**src/rtl/velocity_uart_streamer.sv**
```systemverilog
`default_nettype none
// ============================================================================
//  Module      : velocity_uart_streamer
//  Description : Samples the decoder's signed 16-bit velocity once per frame
//                period and sends each sample as a 5-byte packet over a
//                UART 8N1 line:
//                  A5, seq, vel[15:8], vel[7:0], seq^vel[15:8]^vel[7:0]
//                A frame tick that arrives while a packet is still in flight
//                is dropped and raises the sticky overrun flag.
//  Ports       : clk         - system clock
//                rst         - asynchronous active-high reset
//                vel_in      - velocity sample, captured only on a frame tick
//                enable      - streaming enable (frame timer held at 0 if low)
//                tx          - UART line, idle high, driven from a flop
//                busy        - high while a packet is being serialized
//                overrun     - sticky; a tick arrived while not idle
//                frame_count - packets fully transmitted (16-bit wrap)
//  Revision    : 1.0 - initial release
// ============================================================================
module velocity_uart_streamer #(
    parameter int CLKS_PER_BIT = 16,
    parameter int FRAME_PERIOD = 30000
) (
    input  logic        clk,
    input  logic        rst,
    input  logic [15:0] vel_in,
    input  logic        enable,
    output logic        tx,
    output logic        busy,
    output logic        overrun,
    output logic [15:0] frame_count
);

    localparam int                    c_BAUD_W     = $clog2(CLKS_PER_BIT);
    localparam int                    c_TIMER_W    = $clog2(FRAME_PERIOD);
    localparam logic [c_BAUD_W-1:0]   c_BAUD_LAST  = c_BAUD_W'(CLKS_PER_BIT - 1);
    localparam logic [c_TIMER_W-1:0]  c_TIMER_LAST = c_TIMER_W'(FRAME_PERIOD - 1);
    localparam logic [7:0]            c_SYNC       = 8'hA5;
    localparam logic [2:0]            c_LAST_BYTE  = 3'd4;
    localparam logic [2:0]            c_LAST_BIT   = 3'd7;

    typedef enum logic [2:0] {
        ST_IDLE  = 3'd0,
        ST_START = 3'd1,
        ST_DATA  = 3'd2,
        ST_STOP  = 3'd3,
        ST_DONE  = 3'd4
    } state_t;

    state_t                 r_state;
    logic [c_TIMER_W-1:0]   r_timer;
    logic [c_BAUD_W-1:0]    r_baud;
    logic [2:0]             r_bit_idx;
    logic [2:0]             r_byte_idx;
    // Whole packet, B0 in the low byte. Since every byte goes out LSB first,
    // the packet is simply shifted out one bit at a time from bit 0.
    logic [39:0]            r_pkt;
    logic [7:0]             r_seq;
    logic                   r_tx;
    logic                   r_busy;
    logic                   r_overrun;
    logic [15:0]            r_frame_count;

    state_t                 w_state_next;
    logic [c_BAUD_W-1:0]    w_baud_next;
    logic [2:0]             w_bit_next;
    logic [2:0]             w_byte_next;
    logic                   w_tx_next;
    logic                   w_busy_next;
    logic                   w_shift;
    logic                   w_load;
    logic                   w_count;
    logic                   w_tick;
    logic                   w_baud_end;
    logic [7:0]             w_chk;

    assign w_tick     = enable && (r_timer == c_TIMER_LAST);
    assign w_baud_end = (r_baud == c_BAUD_LAST);
    assign w_chk      = r_seq ^ vel_in[15:8] ^ vel_in[7:0];

    // Next-state logic. tx is computed for the state being entered so that
    // the line changes on the same edge as the state register.
    always_comb begin
        w_state_next = r_state;
        w_baud_next  = r_baud + 1'b1;
        w_bit_next   = r_bit_idx;
        w_byte_next  = r_byte_idx;
        w_tx_next    = r_tx;
        w_busy_next  = r_busy;
        w_shift      = 1'b0;
        w_load       = 1'b0;
        w_count      = 1'b0;
        case (r_state)
            ST_IDLE: begin
                w_baud_next = '0;
                if (w_tick) begin
                    w_load       = 1'b1;
                    w_state_next = ST_START;
                    w_byte_next  = 3'd0;
                    w_tx_next    = 1'b0;
                    w_busy_next  = 1'b1;
                end
            end
            ST_START: begin
                if (w_baud_end) begin
                    w_baud_next  = '0;
                    w_state_next = ST_DATA;
                    w_bit_next   = 3'd0;
                    w_tx_next    = r_pkt[0];
                    w_shift      = 1'b1;
                end
            end
            ST_DATA: begin
                if (w_baud_end) begin
                    w_baud_next = '0;
                    if (r_bit_idx == c_LAST_BIT) begin
                        w_state_next = ST_STOP;
                        w_tx_next    = 1'b1;
                    end else begin
                        w_bit_next = r_bit_idx + 3'd1;
                        w_tx_next  = r_pkt[0];
                        w_shift    = 1'b1;
                    end
                end
            end
            ST_STOP: begin
                if (w_baud_end) begin
                    w_baud_next = '0;
                    if (r_byte_idx == c_LAST_BYTE) begin
                        // busy drops on entry to DONE; DONE itself is not busy
                        w_state_next = ST_DONE;
                        w_busy_next  = 1'b0;
                    end else begin
                        // next start bit follows the stop bit with no gap
                        w_state_next = ST_START;
                        w_byte_next  = r_byte_idx + 3'd1;
                        w_tx_next    = 1'b0;
                    end
                end
            end
            ST_DONE: begin
                w_baud_next  = '0;
                w_state_next = ST_IDLE;
                w_count      = 1'b1;
            end
            default: begin
                w_baud_next  = '0;
                w_state_next = ST_IDLE;
                w_tx_next    = 1'b1;
                w_busy_next  = 1'b0;
            end
        endcase
    end

    always_ff @(posedge clk or posedge rst) begin
        if (rst) begin
            r_state       <= ST_IDLE;
            r_timer       <= '0;
            r_baud        <= '0;
            r_bit_idx     <= '0;
            r_byte_idx    <= '0;
            r_pkt         <= '0;
            r_seq         <= '0;
            r_tx          <= 1'b1;
            r_busy        <= 1'b0;
            r_overrun     <= 1'b0;
            r_frame_count <= '0;
        end else begin
            // Frame timer: free-runs 0..FRAME_PERIOD-1 while enabled
            if (!enable || (r_timer == c_TIMER_LAST)) begin
                r_timer <= '0;
            end else begin
                r_timer <= r_timer + 1'b1;
            end

            r_state    <= w_state_next;
            r_baud     <= w_baud_next;
            r_bit_idx  <= w_bit_next;
            r_byte_idx <= w_byte_next;
            r_tx       <= w_tx_next;
            r_busy     <= w_busy_next;

            if (w_load) begin
                r_pkt <= {w_chk, vel_in[7:0], vel_in[15:8], r_seq, c_SYNC};
                r_seq <= r_seq + 8'd1;
            end else if (w_shift) begin
                r_pkt <= {1'b0, r_pkt[39:1]};
            end

            // Any tick outside IDLE (including the DONE cycle) is a lost sample
            if (w_tick && (r_state != ST_IDLE)) begin
                r_overrun <= 1'b1;
            end

            if (w_count) begin
                r_frame_count <= r_frame_count + 16'd1;
            end
        end
    end

    assign tx          = r_tx;
    assign busy        = r_busy;
    assign overrun     = r_overrun;
    assign frame_count = r_frame_count;

endmodule
`default_nettype wire

```
**config.mk**
```make
export PLATFORM = sky130hd
export DESIGN_NAME = velocity_uart_streamer
export DESIGN_NICKNAME = d
export VERILOG_FILES = /design/src/rtl/velocity_uart_streamer.sv
export SDC_FILE = /design/constraint.sdc
export NUM_CORES = 1
export LEC_CHECK = 0
export ABC_AREA = 1
export CAP_MARGIN = 20
export CORE_ASPECT_RATIO = 1.4
export CORE_UTILIZATION = 48
export DETAILED_ROUTE_END_ITERATION = 16
export GPL_ROUTABILITY_DRIVEN = 1
export PLACE_DENSITY = 0.78
export SLEW_MARGIN = 5
export SYNTH_ARGS = -nofsm -noshare
export SYNTH_HDL_FRONTEND = slang
export SYNTH_SLANG_ARGS = --single-unit
```
**constraint.sdc**
```tcl
create_clock -name clk -period 3.5 [get_ports clk]
set_input_delay 1.05 -clock clk [delete_from_list [all_inputs] [get_ports clk]]
set_output_delay 1.05 -clock clk [all_outputs]
set_load 0.03 [all_outputs]
```
# Yosys cells after proc, flatten, opt, wreduce, memory -nomap -nowiden
# Cells that the tools add are included.
[totals] reg_bits=95 latchBits=0 ramBits=0 memories=0 elab_cells=91 romBits=0
[op_classes] n_bitwise=4 eq_ne=16 add_sub_neg=6 n_reduce_logical=16 n_div=0 multipliers=0 muxes=38 order_cmp=0 n_shift=0
[op_table] operator="$mux W40" count=2
[op_table] operator="$mux W3" count=12
[op_table] operator="$add A16 B1 Y16 const B" count=1
[op_table] operator="$ne A2 B2 Y1 const B" count=8
[op_table] operator="$xor A8 B8 Y8" count=2
[op_table] operator="$add A15 B1 Y15 const B" count=1
[op_table] operator="$eq A15 B15 Y1 const B" count=1
[op_table] operator="$mux W1" count=15
[op_table] operator="$mux W15" count=1
[op_table] operator="$pmux W3 S2" count=2
[op_table] operator="$pmux W3 S4" count=1
[op_table] operator="$reduce_and A4 Y1" count=3
[op_table] operator="$eq A3 B3 Y1 const B" count=3
[op_table] operator="$add A8 B1 Y8 const B" count=1
[op_table] operator="$mux W4" count=2
[op_table] operator="$add A3 B1 Y3 const B" count=2
[op_table] operator="$eq A3 B2 Y1 const B" count=2
[op_table] operator="$reduce_and A6 Y1" count=1
[op_table] operator="$reduce_bool A2 Y1" count=3
[op_table] operator="$reduce_or A3 Y1" count=2
[op_table] operator="$pmux W1 S5" count=1
[op_table] operator="$reduce_and A5 Y1" count=1
[op_table] operator="$add A4 B1 Y4 const B" count=1
[op_table] operator="$eq A4 B4 Y1 const B" count=1
[op_table] operator="other kinds (9)" count=11

# Logic depth before layout (Yosys ltp)
[depth] depth_word=6 depth_mapped=11

# Worst setup path before layout
# OpenSTA, ideal clock, no wires.
[synth_timing] path_type="input to register" start="input port vel_in[8]" end="register r_pkt[32]" stages=6 arrival_time_ps=1647 path_buffers=0 path_slack_ps=1737 required_ps=3384 path_cell_list="or2_2 > nand2_1 > xor2_1 > nand2_1 > nand2_1 > nand2_1"
[synth_between] elab_chain_len=3
[synth_rtl] element="from (decl)" line="26" source="input logic [15:0] vel_in,"
[synth_rtl] element="$xor A8 B8 Y8 (2 in a row)" line="79" source="assign w_chk = r_seq ^ vel_in[15:8] ^ vel_in[7:0];"
[synth_rtl] element="$mux W40" line="183" source="if (w_load) begin"
[synth_rtl] element="to (signal assigned)" line="184" source="r_pkt <= {w_chk, vel_in[7:0], vel_in[15:8], r_seq, c_SYNC};"
[synth_rtl] element="to (signal assigned)" line="187" source="r_pkt <= {1'b0, r_pkt[39:1]};"
[synth_rtl] element="to (decl)" line="57" source="logic [39:0] r_pkt;"
# Every way passes these cells.
# A chain may end at the register's enable or synchronous reset.

# Worst setup path in the final report
[layout_timing] start="register r_tx (netlist: tx)" end="output port tx"
[layout_rtl] element="from (decl)" line="59" source="logic r_tx;"
[layout_rtl] element="from (signal assigned)" line="180" source="r_tx <= w_tx_next;"
[layout_rtl] element="to (decl)" line="28" source="output logic tx,"
# No word-level cell between the ends.

==> impl_results.md <==
* CTS clk-pin slew, worst paths at 0.06 ns
* Clock tree buffer depth at 2
* Initial core utilization at 49.8%
* Num CTS Buffers at 9
* Clk sink count at 95
* Port buffer count at 37
* Total power at 0.00219 W
* Drt initial violations at around 220
* Cell Chain, Critical Path: clkdlybuf4s50_1
* Mapped Cells at 625
* Final ANT Viol Nets at 0
* Worst path top cell family by delay: buffers and inverters
* Synthesized area at around 5000 sq um
* Adder-Cell Fraction of Synth Area at 2.01%
* Netlist cell types at 29
* FMAX at 387 MHz
* Fin util at 57.1%
* Initial antenna violation count at 0
* Clock Latency Late Sink at 0.34 ns
* Dpl cell area at 5400 sq um
* Max transition margin at 57.2%
* Gpl congestion at 0.827
* Setup bufs post-CTS at 0
* Vias at roughly 4100
* Die Height at 123 um
* Critical Path Slowest Stage Cell: clkdlybuf4s50_1
* Clock skew at between 0.007 and 0.008 ns
* CP arrival at 1.53 ns
* Register area share after synthesis at 47.7%
* Gr ovfl total at 0
* Syn-to-layout area delta at 14.5%
* First-pass GRT wire length at between 15000 and 20000 um
* DP HPWL at roughly 7000 um
* Mux contribution to synthesized area at 0%
* Synth Area in Compound Gates at 3.91%
* Largest family of logic cells by synthesized area: simple AND/OR/NAND/NOR gates
* Worst Setup End Kind: output port
* RSZ-0062 raised after global routing: no
* H-tree depth at 3
* Die area at 10800 sq um
* Share of layout cells above drive strength 1 at 7.28%
* Commonest non-fill, non-tap cells in the layout: nand2_1 (208), dfrtp_1 (94), nand3_1 (86)
* Hold_buf cts at 0
* CTS root buffer: clkbuf_16
* Die X at between 80 and 90 um
* Design area at 5710 sq um
* Synth Net Count at 652
* DR vias/cell at a little over 5
* Post-synthesis simple-gate area fraction at 33.5%
* Max cap viols at 0
* Core Area at 10000 sq um
* PD cells at 383 nW/um^2
* Hold WS at 0.466 ns
* Worst EP required at around 2.5 ns
* Router iterations before antenna repair at 4
* GRT Overall Usage at a little over a fifth
* Resize count post-CTS at 0
* Drt total wl at 10200 um
* Vias in the first global route at 3942
* Nets@finish at 681
* Per-cell routed wire length at 12.9 um
* Final Critical Period at roughly 2.6 ns
* Syn. warnings at 0
* Synth Area in XOR/XNOR at 5.80%
* Final Max Slew Viols at 0
* Rows at 43
* Final period util at 73.9%
* Final setup viols at 0
* DRC violations left at 0
* Worst slew pin tran at 0.639 ns
* Antenna cells at 0
* # IOs at 38
* Setup_tns at 0 ns
* Syn Area/Cell at 7.98 sq um
* CTS tree: built
* Largest net degree at the start of global routing at 96
* Bufs and invs on worst path at 1
* Crit path max fanout at 2
* Pleak at about 2.7 nW
* Setup CP Type: flip-flop to output port
* Register bit total from synthesis at 95
* Crit path launch type: flip-flop
* Hold Crit Class: flip-flop to flip-flop
* VDD IR max at 0.243 mV
* CP peak stage delay at 0.66 ns
* Commonest non-fill, non-tap cell in the layout: nand2_1
* Hold Fails Final Rpt at 0
* Status: finished clean
==> area by class of cell <==
cell class	count	area (sq um)
multi-input combinational	457	2250
tap	135	169
sequential	95	2380
inverter	51	195
timing repair buffer	40	405
fill	900	4300
clock inverter	4	52.6
clock buffer	12	256
==> logic make-up after synthesis <==
kind of cell,count (synthesis)
xor+xnor,33
fa+ha+maj,8
flops,95
simple gates,384
buf+inv,73
compound gates,32
==> path summary, 6_finish.rpt <==
kind | startpoint | end | slack, ns | cells past startpoint
worst min register to register | tx$_DFFE_PP1P_ | tx$_DFFE_PP1P_ | 0.47 | 2
worst max register to register | r_baud[0]$_DFF_PP0_ | r_pkt[3]$_DFFE_PP0P_ | 1.36 | 10
worst max-delay path | tx$_DFFE_PP1P_ | tx | 0.92 | 1
max in group asynchronous | rst | r_baud[2]$_DFF_PP0_ | 1.92 | 3
worst min-delay path | tx$_DFFE_PP1P_ | tx$_DFFE_PP1P_ | 0.47 | 2
min in group asynchronous | rst | r_timer[5]$_DFF_PP0_ | 1.19 | 3
==> routing by layer <==
metal	share of wire [%]	track usage (%)	wire length, um
met5	0	0	0
met4	2.4	9.17	245
met3	3.0	3.70	302
met2	54	38.0	5510
met1	41	23.9	4160
==> power breakdown <==
group          switching (W)  leakage [nW]  internal, W
combinational      0.0000424          1.36    0.0000312
sequential        0.00000218          1.14      0.00110
clock               0.000416         0.153     0.000596
==> through the flow <==
stage,setup slack [ns],std cells
6_report,0.915,794
5_1_grt,0.881,794
4_1_cts,0.898,794
3_5_place_dp,0.793,778
3_3_place_gp,0.825,778
2_1_floorplan,1.33,625
==> synthesized netlist by cell type, drive strengths merged <==
cell type | n | area, sq um
clkbuf | 1 | 3.75
dfrtp | 94 | 2350
dfstp | 1 | 26.3
xnor2 | 13 | 114
ha | 8 | 100
nor2 | 54 | 220
or2 | 5 | 31.3
nand4 | 13 | 96.3
o211ai | 6 | 60.1
xor2 | 20 | 175
nand3 | 88 | 450
nor3 | 11 | 60.1
inv | 51 | 191
buf | 21 | 159
a21oi | 10 | 50.1
o21bai | 2 | 15.0
o21ai | 14 | 70.1
nand2 | 213 | 812
==> state kept, by name, indices dropped and copies added, names as in the netlist <==
signal	cells
r_timer	15
r_pkt	40
r_baud	4
r_byte_idx	3
tx	1
busy	1
overrun	1
r_state	3
r_seq	8
frame_count	16
r_bit_idx	3
Power figures use the tool's default switching activity.
==> patch 1: new RTL, same settings <==
`CLKS_PER_BIT`: 16 -> 32.
--- a/src/rtl/velocity_uart_streamer.sv
+++ b/src/rtl/velocity_uart_streamer.sv
@@ -19,5 +19,5 @@
 // ============================================================================
 module velocity_uart_streamer #(
-    parameter int CLKS_PER_BIT = 16,
+    parameter int CLKS_PER_BIT = 32,
     parameter int FRAME_PERIOD = 30000
 ) (
Check against the original RTL: same outputs for any inputs over 10 cycles, from zero or initial values and one cycle with rst high; that may be too few to reach the edited logic, so the function may still have changed.
==> patch 1 against the original RTL <==
  * Critical path depth is the same
  * Combinational power up 7.2%
  * Sequential share of layout area shrank 0.70 points
  * Total power up 0.94%
  * Core utilization down 0.36 points
  * Worst setup slack got worse by 0.011 ns
  * Sequential cell count rose by 1
  * Wire length rose by 6.7%
  * Design area grew 2.8%
  * Area after synthesis is 2.4% higher
==> patch 1: results (changes against the original RTL) <==
** Run status
- The run finished with clean final reports.

** Power
- Worst supply voltage drop on vdd :: 0.000283 V (+16%)
- The leakage power total is 2.75 nW (+3.7%).
- Reported combinational group power :: 0.0789 mW (+7.2%)
- The internal power consumption is 1.72 mW (-0.19%).

** Drt
- Via-to-Cell Ratio :: 5.32 (+3.3%)
- Total length of routed met2 wires :: 5650 µm (+2.4%)
- The met3 layer wire length in the routed design was 466 µm (+54%).
- First-iteration detailed-routing DRC count :: 302 (+35%)
- The detailed-route wire length per cell was 13.4 µm (+3.9%).
- First-pass iteration count of the detailed router :: 5 (+1)

** Synth
- Mean post-synth cell area :: 7.93 µm² (-0.66%)
- Most frequent cells after synthesis :: sky130_fd_sc_hd__nand2_1, sky130_fd_sc_hd__nand3_1, sky130_fd_sc_hd__dfrtp_1
- Mapped Nets :: 672 (+3.1%)
- Dominant cells by area after synthesis :: sky130_fd_sc_hd__dfrtp_1, sky130_fd_sc_hd__nand2_1, sky130_fd_sc_hd__nand3_1, sky130_fd_sc_hd__nor2_1, sky130_fd_sc_hd__xor2_1
- The post-synthesis xor/xnor area fraction came to 6.18% (+0.38 points).
- The number of library cell types mapped by synthesis was 32 (+10%).
- Part of the Yosys area used for sequential elements :: 47.1% (-0.61 points)
- The fraction of the mapped netlist area in compound gates came to 2.23% (-1.7 points).

** Min path
- Endpoint with the worst hold slack :: r_timer[0]$_DFF_PP0_
- Instance count along the most critical hold path :: 1 (-1)
- The startpoint identified for the worst hold timing path is r_timer[0]$_DFF_PP0_.

** Timing
- Final clock skew :: 0.0106 ns (+0.00356 ns)
- The share of the clock period used by the worst path after layout was 74.2% (+0.30 points).
- The worst-margin pin slew was 0.714 ns (+0.0746 ns).

** Layout
- The layout cell share with drive strength beyond 1 was 7.52% (+0.24 points).
- The number of fillers in the final layout was 985 (+9.4%).
- The number of nets in the layout came to 701 (+2.9%).
- Post-layout instance count excluding filler cells :: 816 (+2.8%)

** Global route
- Overall fraction of global-route tracks in use :: 21.4% (+0.41 points)
- The met2 global-route usage came to 36.8% (-1.2 points).
- Fraction of met1 tracks used by global routing :: 26.5% (+2.6 points)
- The via count of the first global-routing pass came to 4091 (+3.8%).
- Pin count of the biggest net entering global routing :: 49 (-49%)

** Setup path
- Worst reg2reg path endpoint :: r_pkt[2]$_DFFE_PP0P_
- Number of cells on the worst reg-to-reg path :: 8 (-2)
- Worst-case register-to-register setup slack :: 1.38 ns (+0.02 ns)

** Placed design
- Worst slack after detailed placement :: 0.838 ns (+0.0452 ns)
- Cell Count Post-Placement :: 800 (+2.8%)
- The weighted congestion at the end of routability-driven global placement came to 0.886 (+7.2%).
-- patch 1: changes by cell type after synthesis, sizes merged, moves of 2 or more --
| cell | unedited run | this run |
|---|---|---|
| clkbuf | 1 | 7 |
| nor2 | 54 | 64 |
| buf | 21 | 18 |
| nand2 | 213 | 184 |
| a21oi | 10 | 1 |
| o211ai | 6 | 4 |
| xor2 | 20 | 24 |
| and2 | 0 | 2 |
| nand3 | 88 | 125 |
| or2 | 5 | 7 |
-- patch 1: through the flow --
step | util (%) | hold slack (ns)
after detailed placement | 53.8 | 0.454
after global routing | 56.7 | 0.476
final | 56.7 | 0.462
after CTS | 56.7 | 0.463
after floorplan | - | 0.433
after global placement | 53.8 | 0.448
-- patch 1: layout make-up --
type                       count  area, µm²  area share [%]
clock buffer                  11        243            4.13
clock inverter                 5       62.6            1.07
inverter                      51        195            3.32
multi-input combinational    472       2350            40.1
sequential                    96       2400            40.9
tap                          138        173            2.94
timing repair buffer          43        440            7.50
==> patch 2: new RTL, same settings <==
Without the edit above. Register the output `frame_count` once more, cleared by the reset; this adds one clock of latency there. The other outputs are not delayed to match.
--- a/src/rtl/velocity_uart_streamer.sv
+++ b/src/rtl/velocity_uart_streamer.sv
@@ -202,5 +202,11 @@
     assign busy        = r_busy;
     assign overrun     = r_overrun;
-    assign frame_count = r_frame_count;
+    always_ff @(posedge clk or posedge rst) begin
+        if (rst) begin
+            frame_count <= '0;
+        end else begin
+            frame_count <= r_frame_count;
+        end
+    end
 
 endmodule
Formal check against the unedited RTL: same outputs for any inputs over 10 cycles, from zero or initial values and one cycle with rst high; that may be too few to reach the edited logic, so the function may still have changed.
==> patch 2 against the original RTL <==
  * Synthesized cell count rose by 3.5%
  * Design area is 8.4% higher
  * Wire length is 6.4% higher
  * Area after synthesis rose by 8.3%
  * Cell count rose by 4.3%
  * Sequential power increased by 17%
  * Total power up 9.1%
  * Die area up 8.2%
  * Clock skew is 0.0011 ns higher
  * Worst setup slack worse by 0.023 ns
  * Sequential cell count rose by 16
  * Critical path depth is the same
  * Critical path type unchanged
==> patch 2: results (changes against the original RTL) <==
** Drt
- The met3 layer wire length in the routed design is 352 µm (+17%).
- Total length of routed met2 wires :: 5650 µm (+2.4%)
- Met1 wire length :: 4520 µm (+8.5%)
- First-pass iteration count of the detailed router :: 5 (+1)

** Power
- The power density of the placed cells was 385 nW/µm² (+0.62%).
- The internal power consumption was 1.83 mW (+5.7%).
- The leakage power total was 2.97 nW (+12%).
- The proportion of total power due to net switching was 23.5% (+2.5 points).
- The power dissipated in sequential cells is 1.29 mW (+17%).

** Layout
- Clock buf/inv share :: 4.81% (-0.60 points)
- The register fraction of the total cell area is 44.9% (+3.2 points).
- The post-layout utilization of the core is 56.7% (-0.39 points).
- Fraction of final layout cells with drive strength greater than 1 :: 6.99% (-0.30 points)
- Final-layout fill cell count :: 947 (+5.2%)
- Multi-input combinational cell area :: 2240 µm² (-0.44%)
- The non-clock buffer share of cell area was 7.48% (+0.38 points).
- Post-layout instance count excluding filler cells :: 828 (+4.3%)

** Clocking
- Clk Latency, worst-skew pair :: 0.36 ns (+0.02 ns)
- # clock sinks :: 111 (+17%)

** Placed design
- Post-DP HPWL :: 7670 µm (+9.1%)
- The setup slack after placement is 0.914 ns (+0.121 ns).
- The total placed instance area was 5870 µm² (+8.6%).
- The number of placed instances with taps included is 811 (+4.2%).
- The weighted congestion at the end of routability-driven global placement was 0.871 (+5.3%).

** Global route
- M3 GR Usage :: 4.35% (+0.65 points)
- The largest net degree at the start of global routing is 56 (-42%).
- The combined global-route utilization of all metal layers came to 20.5% (-0.47 points).
- The via count of the first global-routing pass came to 4315 (+9.5%).

** Run status
- Run status :: completed

** Synth
- Count of different cell masters after synthesis :: 37 (+28%)
- The post-synthesis xor/xnor area fraction came to 4.86% (-0.93 points).
- The post-synthesis net count was 674 (+3.4%).
- Dominant cells by area after synthesis :: sky130_fd_sc_hd__dfrtp_1, sky130_fd_sc_hd__nand2_1, sky130_fd_sc_hd__nand3_1, sky130_fd_sc_hd__inv_1, sky130_fd_sc_hd__nor2_1
[patch 2: cell count changes after synthesis, sizes merged, moves of 4 or more]
cell,unedited run,this run
dfrtp,94,110
inv,51,60
nand3,88,80
nor2,54,60
nand4,13,17
xnor2,13,9
[patch 2: final timing paths]
kind                                                from                        end  slack [ns]  depth (start not counted)
min in group asynchronous                            rst      r_timer[12]$_DFF_PP0_        1.16                          2
setup reg to reg                r_bit_idx[0]$_DFFE_PP0P_       r_pkt[8]$_DFFE_PP0P_        1.05                         10
hold / removal             r_frame_count[15]$_DFFE_PP0P_  frame_count[15]$_DFF_PP0_        0.41                          0
hold reg to reg            r_frame_count[15]$_DFFE_PP0P_  frame_count[15]$_DFF_PP0_        0.41                          0
max in group asynchronous                            rst             tx$_DFFE_PP1P_        1.62                          3
setup / recovery                          tx$_DFFE_PP1P_                         tx        0.89                          1
